### config.mk
export PLATFORM = sky130hd
export DESIGN_NAME = parity_frame_serializer
export DESIGN_NICKNAME = d
export VERILOG_FILES = /design/src/rtl/parity_ser_pkg.sv /design/src/rtl/marker_codeword_gen.sv /design/src/rtl/parity_frame_serializer.sv
export SDC_FILE = /design/constraint.sdc
export NUM_CORES = 1
export LEC_CHECK = 0
export CAP_MARGIN = 25
export CORE_MARGIN = 5
export CORE_UTILIZATION = 58
export CTS_BUF_LIST = sky130_fd_sc_hd__clkbuf_8
export CTS_CLUSTER_DIAMETER = 100
export CTS_CLUSTER_SIZE = 14
export DETAILED_ROUTE_END_ITERATION = 6
export GPL_ROUTABILITY_DRIVEN = 0
export GPL_TIMING_DRIVEN = 0
export PLACE_DENSITY = 0.95
export SYNTH_ARGS = -nofsm -noshare
export SYNTH_HDL_FRONTEND = slang
export SYNTH_HIERARCHICAL = 1
export SYNTH_SLANG_ARGS = --single-unit
export TNS_END_PERCENT = 50
### constraint.sdc
create_clock -name clk -period 3.1 [get_ports clk]
set_clock_uncertainty 0.05 [all_clocks]
set_input_delay 0.775 -clock clk [delete_from_list [all_inputs] [get_ports clk]]
set_output_delay 0.775 -clock clk [all_outputs]
set_load 0.01 [all_outputs]
### src/rtl/parity_ser_pkg.sv
// Shared types and constants for the parity frame serializer.
// Codeword layout is {d[6:4], m, d[3:0]} with the marker at MARK_POS.
package parity_ser_pkg;

    typedef enum logic [1:0] {
        IDLE  = 2'd0,
        SHIFT = 2'd1,
        GAP   = 2'd2
    } state_t;

    localparam int CODE_W   = 8;
    localparam int DATA_W   = 7;
    localparam int MARK_POS = 4;
    localparam int BIT_CNT_W = $clog2(CODE_W);

    localparam logic MODE_ZERO = 1'b0;
    localparam logic MODE_ONE  = 1'b1;

endpackage

### src/rtl/marker_codeword_gen.sv
// Combinational codeword builder: inserts the majority-marker bit into a data word.
// d[6] is deliberately left out of the ones count.
module marker_codeword_gen
    import parity_ser_pkg::*;
(
    input  logic [DATA_W-1:0] d,
    input  logic              mode,
    output logic [CODE_W-1:0] codeword
);

    logic [2:0] n1;
    logic       m;

    always_comb begin
        n1 = 3'd0;
        for (int i = 0; i < 6; i++) begin
            n1 = n1 + {2'b00, d[i]};
        end
        // A 3/3 split fails both tests, so the tie always yields m = 0.
        if (mode == MODE_ONE) begin
            m = (n1 >= 3'd4);
        end else begin
            m = (n1 <= 3'd2);
        end
        codeword = {d[DATA_W-1:MARK_POS], m, d[MARK_POS-1:0]};
    end

endmodule

### src/rtl/parity_frame_serializer.sv
// Accepts 7-bit words, builds marker codewords and shifts them out one bit per clock
// with frame strobes, an optional inter-frame gap and a wrapping frame counter.
module parity_frame_serializer
    import parity_ser_pkg::*;
#(
    parameter bit MSB_FIRST  = 1'b1,
    parameter int GAP_CYCLES = 0,
    parameter int CNT_W      = 8
) (
    input  logic              clk,
    input  logic              rst,
    input  logic              in_valid,
    output logic              in_ready,
    input  logic [DATA_W-1:0] in_data,
    input  logic              in_mode,
    output logic              ser_out,
    output logic              ser_valid,
    output logic              frame_start,
    output logic              frame_done,
    output logic              busy,
    output logic [CNT_W-1:0]  frame_count
);

    localparam bit                 BACK_TO_BACK = (GAP_CYCLES == 0);
    localparam logic [3:0]         GAP_LOAD     = 4'((GAP_CYCLES > 0) ? GAP_CYCLES - 1 : 0);
    localparam logic [BIT_CNT_W-1:0] LAST_BIT   = BIT_CNT_W'(CODE_W - 1);

    state_t                 state_q, state_d;
    logic [CODE_W-1:0]      shreg_q, shreg_d;
    logic [BIT_CNT_W-1:0]   bit_cnt_q, bit_cnt_d;
    logic [3:0]             gap_cnt_q, gap_cnt_d;
    logic [CNT_W-1:0]       count_q, count_d;
    logic                   ser_out_q, ser_out_d;
    logic                   ser_valid_q, ser_valid_d;
    logic                   frame_start_q, frame_start_d;
    logic                   frame_done_q, frame_done_d;
    logic                   busy_q, busy_d;
    logic [CODE_W-1:0]      codeword;
    logic                   accept;

    marker_codeword_gen u_gen (
        .d        (in_data),
        .mode     (in_mode),
        .codeword (codeword)
    );

    // Handshake: a word transfers on the rising edge where in_valid and in_ready are both
    // high; in_ready is offered in IDLE, and on the last bit of a frame when no gap is
    // configured, so a held in_valid streams frames with no idle cycle between them.
    assign in_ready = ~rst & ((state_q == IDLE) |
                              (BACK_TO_BACK & (state_q == SHIFT) & (bit_cnt_q == '0)));
    assign accept   = in_valid & in_ready;

    always_comb begin
        state_d   = state_q;
        shreg_d   = shreg_q;
        bit_cnt_d = bit_cnt_q;
        gap_cnt_d = gap_cnt_q;
        count_d   = count_q;
        case (state_q)
            IDLE: begin
                if (accept) begin
                    state_d   = SHIFT;
                    shreg_d   = codeword;
                    bit_cnt_d = LAST_BIT;
                end
            end
            SHIFT: begin
                if (bit_cnt_q == '0) begin
                    count_d = count_q + 1'b1;
                    if (!BACK_TO_BACK) begin
                        state_d   = GAP;
                        gap_cnt_d = GAP_LOAD;
                    end else if (accept) begin
                        shreg_d   = codeword;
                        bit_cnt_d = LAST_BIT;
                    end else begin
                        state_d = IDLE;
                    end
                end else begin
                    shreg_d   = MSB_FIRST ? {shreg_q[CODE_W-2:0], 1'b0}
                                          : {1'b0, shreg_q[CODE_W-1:1]};
                    bit_cnt_d = bit_cnt_q - 1'b1;
                end
            end
            GAP: begin
                if (gap_cnt_q == 4'd0) begin
                    state_d = IDLE;
                end else begin
                    gap_cnt_d = gap_cnt_q - 4'd1;
                end
            end
            default: state_d = IDLE;
        endcase

        // Outputs are precomputed from next state so they leave the block straight from flops.
        ser_valid_d   = (state_d == SHIFT);
        ser_out_d     = ser_valid_d & (MSB_FIRST ? shreg_d[CODE_W-1] : shreg_d[0]);
        frame_start_d = ser_valid_d & (bit_cnt_d == LAST_BIT);
        frame_done_d  = ser_valid_d & (bit_cnt_d == '0);
        busy_d        = (state_d != IDLE);
    end

    always_ff @(posedge clk or posedge rst) begin
        if (rst) begin
            state_q       <= IDLE;
            shreg_q       <= '0;
            bit_cnt_q     <= '0;
            gap_cnt_q     <= '0;
            count_q       <= '0;
            ser_out_q     <= 1'b0;
            ser_valid_q   <= 1'b0;
            frame_start_q <= 1'b0;
            frame_done_q  <= 1'b0;
            busy_q        <= 1'b0;
        end else begin
            state_q       <= state_d;
            shreg_q       <= shreg_d;
            bit_cnt_q     <= bit_cnt_d;
            gap_cnt_q     <= gap_cnt_d;
            count_q       <= count_d;
            ser_out_q     <= ser_out_d;
            ser_valid_q   <= ser_valid_d;
            frame_start_q <= frame_start_d;
            frame_done_q  <= frame_done_d;
            busy_q        <= busy_d;
        end
    end

    assign ser_out     = ser_out_q;
    assign ser_valid   = ser_valid_q;
    assign frame_start = frame_start_q;
    assign frame_done  = frame_done_q;
    assign busy        = busy_q;
    assign frame_count = count_q;

endmodule

==> impl_metrics.csv, run 1 <==
group,metric,value,unit
logic_synthesis,netlist_top_cells_count,"dfrtp_1, inv_1, buf_4",
logic_synthesis,avgSynthCellArea,11.5,um^2
floorplan,dieArea,3630,um^2
floorplan,die_w,60.3,um
logic_synthesis,syn_inst,127,
logic_synthesis,synth_top_family_by_area,"simple AND/OR/NAND/NOR gates",
logic_synthesis,async_reset_ff_share,100,%
placement,post_dp_cell_area,1730,um^2
global_routing,grt-ovfl-total,0,
placement,dp_hpwl,1910,um
power_and_ir_drop,power.leakage,0.000901,uW
floorplan,ioPinCount,25,
clock_network,clk_pin_slew,0.06,ns
global_routing,grt_pass1_vias,1067,
worst_setup_path,r2r-end,"shreg_q[1]",
route,viasPerCell,5.45,
worst_setup_path,critical-path-top-delay-family,"adder cells",
timing,final_hold_viol_count,0,
worst_setup_path,cp-start-kind,"input pin",
clock_network,clockRootBuffer,"clkbuf_8",
clock_network,cts_tree,"built",
route,post_drt_wl_per_cell,14.3,um
worst_setup_path,slowest_delay,0.54,ns
final_layout,fillers,152,
worst_setup_path,reg2reg_slack,1.11,ns
timing,rsz0062_at_grt,"true",
route,drc,0,
logic_synthesis,synth.yosys.warnings,6,
worst_setup_path,criticalPathCategory,"input pin to flip-flop",
final_layout,multiInputGateArea,609,um^2
job,maxCapViolCount,0,
logic_synthesis,ys_ff_latch,29,
clock_network,post_cts_buffers,0,
global_routing,grt_max_degree,30,
hold_path,hold_path_depth,1,
timing,tightest_slew,0.793,ns
global_routing,grt_pass1_wl,4570,um
worst_setup_path,cp.arrival,3.15,ns
timing,setup_viol,0,
route,num_vias,1019,
worst_setup_path,cp.required,3.22,ns
worst_setup_path,end_kind,"flip-flop",
power_and_ir_drop,power_density,853,nW/um^2
global_routing,antenna_found_initial,0,
timing,timing.slew.headroom,47.0,%
final_layout,area_delta_synth_final,25.3,%
logic_synthesis,yosys-top-cells-area,"dfrtp_1, ha_1, a221o_1, fa_1, buf_4",
route,ant_nets,0,
logic_synthesis,netlist.top_cell.by_area,"dfrtp_1",
logic_synthesis,yosys.area_share.simple,15.9,%
timing,period_needed,3.03,ns
logic_synthesis,synthesis.nets,146,
worst_setup_path,reg2reg_depth,6,
logic_synthesis,ys_types,32,
worst_setup_path,crit_top_cell,"fa_1",
placement,port_buffers,23,
hold_path,whs_endpoint,"frame_count[7]",
logic_synthesis,synthAdderAreaFrac,8.36,%
timing,fin_crit_sh,97.8,%
floorplan,fp-row-count,18,
worst_setup_path,crit_buf_inv,3,
logic_synthesis,synthMuxAreaShare,1.45,%
route,postRouteWirelength,2680,um
floorplan,start_util,59.7,%
route,firstDrtPassIters,4,
clock_network,cts-htree-levels,2,
floorplan,core_area,2450,um^2
status,run_status,"finished, final reports clean",
logic_synthesis,synthFlopType,"dfrtp_1",
hold_path,min_from,"frame_count[7]",
logic_synthesis,synth_xor_area_share,5.97,%
power_and_ir_drop,ir_drop,0.000508,V
final_layout,drive_above_1_share,17.8,%
timing,fmax,330,MHz
floorplan,die_h,60.3,um
worst_setup_path,slowest_stage,"fa_1",
logic_synthesis,netlist_area,1470,um^2
timing,drv_slew,0,
hold_path,hold_class,"flip-flop to flip-flop",
final_layout,fin_nets,176,
clock_network,clock_sinks,29,
power_and_ir_drop,power,1570,uW
clock_network,clock_latency,0.28,ns
final_layout,seq_area,726,um^2
route,drtIter0Drc,26,
logic_synthesis,synth_compound_area_share,9.56,%
worst_setup_path,crit_chain,"buf_6 > fa_1 > inv_2 > fa_1 > inv_1 > ha_2 > fa_1 > a211oi_2 > a21o_1 > a221o_1",
logic_synthesis,synth_edf_count,0,
clock_network,cts_buffers,5,
worst_setup_path,critPathMaxFanout,2,
clock_network,clockBufferDepth,2,
final_layout,antenna_cells,0,
global_routing,grt_usage,17.9,%
logic_synthesis,synth_top_cell_area_share,49.5,%
logic_synthesis,ys_seq_area_share,49.5,%
final_layout,final_area,1840,um^2
worst_setup_path,timing.rr.start,"bit_cnt_q[0]",
logic_synthesis,yosysMostFrequentCell,"dfrtp_1",
==> area by class of cell <==
class	count	share of cell area, %
plain buffers	10	4.36
clock buffers	6	4.50
flip-flops and latches	29	39.5
well taps	30	2.04
repair buffers	24	13.6
multi-input cells	74	33.2
clock inverters	1	0.204
inverters	13	2.66
==> power by group <==
group | internal [uW] | total [uW] | switching [uW]
Sequential | 503 | 590 | 87.3
Clock | 172 | 304 | 131
Combinational | 369 | 672 | 303
==> cell families (layout without fill, tap and decap cells) <==
logic type | after synthesis | in the layout
compound gates | 16 | 16
fa+ha+maj | 8 | 8
flops | 29 | 29
mux | 2 | 2
xor+xnor | 10 | 10
simple gates | 38 | 38
buf+inv | 24 | 54
==> registers in the layout, indices dropped and copies added (netlist names), 2 cells and up <==
name         count
bit_cnt_q        3
frame_count      8
gap_cnt_q        4
shreg_q          7
state_q          2
==> placed cells by master (no fill, tap or decap), drive strengths merged <==
cell           instances
a211o                  2
a2bb2oi                1
nor2                   6
nor3b                  4
nand2b                 3
and2                   7
a21o                   3
or3                    1
a22o                   1
or3b                   2
mux2i                  1
a221o                  6
clkbuf                 6
dfrtp                 29
o21ai                  2
nand3b                 1
xnor2                  4
nand2                  5
clkdlybuf4s50         20
nand4                  2
mux2                   1
buf                   14
nor3                   5
xor2                   6
nand4b                 2
fa                     3
a211oi                 1
inv                   14
ha                     5
==> per-layer routing <==
layer,vias to the layer above,global-route usage (%),wire length (um)
met4,0,9.18,34
met2,24,30.4,1440
met1,505,19.3,1060
met3,4,6.48,136
li1,486,-,-
met5,-,0,0
==> worst reg2reg max path, delay by kind of cell (launching register included) <==
family          cells  cell delay [ns]
compound gates      1             0.11
fa+ha+maj           2             0.41
buf+inv             1             0.07
flops               1             0.38
simple gates        2             0.92
==> worst max-delay path by stage <==
stage	to	startpoint	depth (start not counted)	slack (ns)
2_1_floorplan	shreg_q[4]	in_data[0]	10	-0.19
3_3_place_gp	shreg_q[4]	in_data[0]	11	-0.71
3_5_place_dp	shreg_q[4]	in_data[0]	11	-0.73
4_1_cts	shreg_q[4]	in_data[3]	10	0.03
5_1_grt	shreg_q[4]	in_data[3]	10	-0.02
6_report	shreg_q[4]	in_data[3]	10	0.07
==> per-stage QoR <==
step / setup TNS, ns / instances / worst slack (ns) / utilization [%] / hold WS (ns)
6_report: 0 / 187 / 0.0686 / 74.8 / 0.425
5_1_grt: -0.0172 / 187 / -0.0172 / 74.8 / 0.452
4_1_cts: 0 / 186 / 0.0333 / 73.6 / 0.433
3_5_place_dp: -0.730 / 180 / -0.730 / 70.6 / 0.419
3_3_place_gp: -0.712 / 180 / -0.712 / 70.6 / 0.407
2_1_floorplan: -0.186 / 127 / -0.186 / - / 0.393
==> repair_timing <==
item                                    CTS  global route
hold buffers                              0             0
hold endpoints to repair                  0             0
gates resized for setup                  14             2
endpoints found under the setup margin    1             2
pin swaps                                 5             1
(Power assumes the default switching activity.)
==> run 2, diff against run 1 <==
--- a/config.mk
+++ b/config.mk
@@ -6,7 +6,7 @@
 export NUM_CORES = 1
 export LEC_CHECK = 0
 export CAP_MARGIN = 25
-export CORE_MARGIN = 5
+export CORE_MARGIN = 1.5
 export CORE_UTILIZATION = 58
 export CTS_BUF_LIST = sky130_fd_sc_hd__clkbuf_8
 export CTS_CLUSTER_DIAMETER = 100
==> impl_metrics.csv, run 2 (same netlist as run 1, synthesis figures left out) <==
group,metric,value,unit
floorplan,start_util,60.3,%
worst_setup_path,cp.arrival,3.21,ns
worst_setup_path,cp-start-kind,"input pin",
timing,tns,0,ns
placement,port_buffers,23,
power_and_ir_drop,net-switching-power,541,uW
global_routing,grt_usage,23.7,%
floorplan,ioPinCount,25,
power_and_ir_drop,power_frac_clock,18.2,%
final_layout,area_delta_synth_final,25.3,%
final_layout,mostFrequentLayoutCell,"dfrtp_1",
timing,fmax,323,MHz
timing,fin_crit_sh,99.8,%
floorplan,dieArea,2840,um^2
final_layout,fin_nets,176,
final_layout,drive_above_1_share,17.1,%
power_and_ir_drop,internal-power,1020,uW
timing,drv_slew,0,
worst_setup_path,criticalPathCategory,"input pin to flip-flop",
clock_network,clockRootBuffer,"clkbuf_8",
power_and_ir_drop,ir_drop,0.000528,V
worst_setup_path,r2r-end,"shreg_q[5]",
timing,period_needed,3.09,ns
final_layout,antenna_cells,0,
hold_path,whs_endpoint,"frame_count[7]",
timing,final_hold_viol_count,0,
final_layout,stdcell_count,188,
clock_network,clockBufferDepth,2,
timing,tightest_slew,0.725,ns
worst_setup_path,reg2reg_slack,1.15,ns
hold_path,hold_path_depth,1,
power_and_ir_drop,p_sw_share,34.6,%
global_routing,grt_pass1_vias,1084,
global_routing,antenna_found_initial,0,
route,num_vias,1046,
worst_setup_path,reg2reg_depth,6,
clock_network,cts_tree,"built",
route,viasPerCell,5.56,
power_and_ir_drop,combPwrFrac,43.6,%
hold_path,min_from,"frame_count[7]",
clock_network,clock_latency,0.28,ns
floorplan,die_h,53.3,um
final_layout,final_area,1840,um^2
power_and_ir_drop,seqPwrFrac,38.2,%
worst_setup_path,end_kind,"flip-flop",
route,ant_nets,0,
global_routing,grt_max_degree,30,
route,drc,0,
route,postRouteWirelength,2880,um
timing,rsz0062_at_grt,"true",
clock_network,clock_sinks,29,
clock_network,clk_pin_slew,0.06,ns
clock_network,cts_buffers,5,
final_layout,most-common-layout-cells,"dfrtp_1, clkdlybuf4s50_1, inv_1",
power_and_ir_drop,power_density,852,nW/um^2
worst_setup_path,cp.required,3.22,ns
route,drtIter0Drc,14,
global_routing,grt-ovfl-total,0,
floorplan,fp-row-count,18,
timing,setup_viol,0,
power_and_ir_drop,power.leakage,0.000906,uW
final_layout,largest_reg_flops,8,
status,run_status,"finished, final reports clean",
placement,post_dp_cell_area,1730,um^2
route,post_drt_wl_per_cell,15.3,um
clock_network,cts-htree-levels,2,
job,maxCapViolCount,0,
placement,place_inst,180,
placement,dp_hpwl,2030,um
worst_setup_path,timing.rr.start,"bit_cnt_q[0]",
global_routing,grt_pass1_wl,4690,um
timing,timing.slew.headroom,51.6,%
worst_setup_path,critPathMaxFanout,2,
hold_path,hold_class,"flip-flop to flip-flop",
final_layout,fillers,168,
floorplan,core_area,2430,um^2
route,firstDrtPassIters,4,
floorplan,die_w,53.3,um
## run 2: how the worst max path moves through the flow
stage | end | depth (start not counted) | slack, ns | startpoint
floorplan | shreg_q[4] | 10 | -0.19 | in_data[0]
global placement | shreg_q[4] | 11 | -0.71 | in_data[0]
detailed placement | shreg_q[4] | 11 | -0.79 | in_data[0]
finish | shreg_q[4] | 10 | 0.006 | in_data[1]
CTS | shreg_q[4] | 10 | -0.06 | in_data[0]
global route | shreg_q[4] | 10 | -0.03 | in_data[1]
## run 2: timing repair
item	CTS	global route
resized for setup	15	3
setup buffers	0	0
pin swaps	5	5
endpoints found under the setup margin	1	2
hold endpoints to repair	0	0
hold buffers	0	0
## run 2: critical path, cell delays in order
cell	delay, ns
buf_6	0.10
fa_1	0.54
inv_2	0.04
fa_1	0.47
inv_1	0.04
ha_2	0.16
fa_1	0.52
a211oi_2	0.07
a21o_1	0.17
a221o_1	0.32
## run 2: final cells by class
type | instances | area, um^2 | area share [%]
Sequential cell | 29 | 726 | 39.5
Tap cell | 30 | 37.5 | 2.04
Clock buffer | 5 | 68.8 | 3.75
Buffer | 10 | 80.1 | 4.36
Multi-Input combinational cell | 74 | 609 | 33.2
Timing Repair Buffer | 24 | 255 | 13.9
Inverter | 13 | 48.8 | 2.66
Clock inverter | 3 | 11.3 | 0.613
## run 2: per-layer routing
metal	global-route usage (%)	routed length, um
met1	25.7	1170
met2	42.0	1550
met3	6.21	93
met4	12.0	66
met5	0	0
## run 2: power by group through the flow
stage               Sequential (uW)  Clock, uW  Combinational (uW)
floorplan                       606          0                 416
global placement                586          0                 634
detailed placement              597          0                 676
CTS                             594        289                 681
global route                    612        307                 746
finish                          597        286                 683
## run 2: per-stage QoR
step	power (uW)	hold slack, ns	setup slack [ns]	utilization [%]
2_1_floorplan	1020	0.393	-0.186	-
3_3_place_gp	1220	0.407	-0.709	71.3
3_5_place_dp	1270	0.406	-0.785	71.3
4_1_cts	1560	0.417	-0.0601	74.0
5_1_grt	1670	0.423	-0.0332	75.5
6_report	1570	0.415	0.00592	75.5
==> run 3, diff against run 2 <==
--- a/config.mk
+++ b/config.mk
@@ -6,6 +6,7 @@
 export NUM_CORES = 1
 export LEC_CHECK = 0
 export CAP_MARGIN = 25
+export CORE_ASPECT_RATIO = 1.25
 export CORE_MARGIN = 1.5
 export CORE_UTILIZATION = 58
 export CTS_BUF_LIST = sky130_fd_sc_hd__clkbuf_8
==> impl_metrics.csv, run 3 (same netlist as run 1, synthesis figures left out) <==
group,metric,value,unit
route,firstDrtPassIters,4,
worst_setup_path,cp.required,3.21,ns
route,postRouteWirelength,2680,um
worst_setup_path,crit_end,"shreg_q[4]",
clock_network,clockRootBuffer,"clkbuf_8",
timing,period_needed,3.07,ns
floorplan,fp-row-count,20,
final_layout,fin_nets,176,
placement,dp_hpwl,1930,um
final_layout,multiInputGateArea,607,um^2
route,post_drt_wl_per_cell,14.0,um
route,ant_nets,0,
final_layout,seq_area,726,um^2
floorplan,die_w,48.0,um
clock_network,cts_hold_buf,0,
final_layout,area_delta_synth_final,24.1,%
global_routing,grt_usage,23.0,%
timing,whs,0.414,ns
clock_network,cts-htree-levels,2,
power_and_ir_drop,power,1550,uW
timing,final_hold_viol_count,0,
timing,setup_viol,0,
final_layout,drive_above_1_share,16.5,%
timing,drv_slew,0,
floorplan,dieArea,2840,um^2
route,drc,0,
hold_path,hold_class,"flip-flop to flip-flop",
clock_network,cts_tree,"built",
worst_setup_path,timing.rr.start,"bit_cnt_q[0]",
worst_setup_path,reg2reg_depth,6,
global_routing,antenna_found_initial,0,
final_layout,largest_reg_flops,8,
route,num_vias,1028,
final_layout,antenna_cells,0,
worst_setup_path,crit_top_cell,"fa_1",
floorplan,ioPinCount,25,
placement,post_dp_cell_area,1750,um^2
timing,tightest_slew,0.791,ns
power_and_ir_drop,power.leakage,0.000901,uW
worst_setup_path,criticalPathCategory,"input pin to flip-flop",
global_routing,grt_max_degree,17,
final_layout,mostFrequentLayoutCell,"dfrtp_1",
clock_network,clock_sinks,29,
global_routing,grt_pass1_wl,4420,um
floorplan,core_area,2430,um^2
clock_network,post_cts_buffers,0,
clock_network,clock_latency,0.28,ns
final_layout,most-common-layout-cells,"dfrtp_1, clkdlybuf4s50_1, inv_1",
status,run_status,"finished, final reports clean",
final_layout,fillers,174,
timing,fin_crit_sh,99.0,%
job,maxCapViolCount,0,
timing,fmax,326,MHz
power_and_ir_drop,ir_drop,0.000558,V
floorplan,start_util,60.4,%
worst_setup_path,reg2reg_slack,1.01,ns
worst_setup_path,startpoint,"in_data[3]",
timing,rsz0062_at_grt,"false",
worst_setup_path,slowest_stage,"fa_1",
final_layout,final_area,1820,um^2
worst_setup_path,cp.arrival,3.18,ns
route,drtIter0Drc,20,
worst_setup_path,slowest_delay,0.55,ns
global_routing,grt-ovfl-total,0,
route,viasPerCell,5.38,
worst_setup_path,end_kind,"flip-flop",
timing,worst_slack,0.0325,ns
worst_setup_path,r2r-end,"shreg_q[5]",
clock_network,cts_buffers,5,
clock_network,clk_pin_slew,0.06,ns
placement,post-place-ws,-0.769,ns
placement,port_buffers,23,
power_and_ir_drop,power_density,850,nW/um^2
worst_setup_path,cp-start-kind,"input pin",
timing,timing.slew.headroom,47.1,%
clock_network,clockBufferDepth,2,
worst_setup_path,critPathMaxFanout,2,
floorplan,die_h,59.2,um
global_routing,grt_pass1_vias,1046,
worst_setup_path,crit_chain,"buf_2 > fa_1 > inv_2 > fa_1 > inv_1 > ha_2 > fa_1 > a211oi_2 > a21o_1 > a221o_1",
## run 3: cell counts in the layout (fill, tap and decap cells not counted)
Identical to the previous run, type by type.
## run 3: worst min path at each step
stage	from	end	slack, ns	depth (start not counted)
after CTS	frame_count[7]	frame_count[7]	0.42	1
after detailed placement	frame_count[7]	frame_count[7]	0.41	1
after floorplan	gap_cnt_q[3]	gap_cnt_q[3]	0.39	1
final	frame_count[7]	frame_count[7]	0.41	1
after global placement	frame_count[7]	frame_count[7]	0.41	1
after global routing	frame_count[7]	frame_count[7]	0.44	1
## run 3: layout make-up
cell class                      count  share of cell area [%]
Buffer                             10                    4.40
Clock inverter                      3                   0.619
Inverter                           13                    2.68
Multi-Input combinational cell     74                    33.4
Timing Repair Buffer               24                    13.0
Sequential cell                    29                    39.9
Clock buffer                        5                    3.78
Tap cell                           33                    2.27
## run 3: report_power, final
| group | switching [uW] | leakage [uW] | total [uW] | internal, uW |
|---|---|---|---|---|
| Clock | 133 | 0.0000519 | 282 | 149 |
| Sequential | 87.4 | 0.000374 | 591 | 503 |
| Combinational | 308 | 0.000475 | 673 | 365 |
| Total | 529 | 0.000901 | 1550 | 1020 |
## run 3: worst max-delay path, delay by kind of cell
kind                       cells  cell delay [ns]
buffers and inverters          3             0.20
adders and majority gates      4             1.68
AOI/OAI and AO/OA              3             0.52
## run 3: stage by stage
step | utilization, % | cells | TNS [ns]
4_1_cts | 74.9 | 191 | 0
6_report | 74.9 | 191 | 0
5_1_grt | 74.9 | 191 | 0
3_5_place_dp | 72.2 | 184 | -0.769
2_1_floorplan | - | 127 | -0.186
3_3_place_gp | 71.6 | 183 | -0.703
## run 3: routing by layer
layer | track usage [%] | vias to the layer above | routed length [um]
met5 | 0 | - | 0
met4 | 14.3 | 0 | 82
met3 | 7.32 | 11 | 121
met2 | 34.7 | 32 | 1390
met1 | 27.8 | 497 | 1090
li1 | - | 488 | -
## run 3: what timing repair did
item | 4_1_cts | 5_1_grt
gates resized for setup | 15 | 0
pin swaps | 5 | 3
setup endpoints to repair | 1 | 1
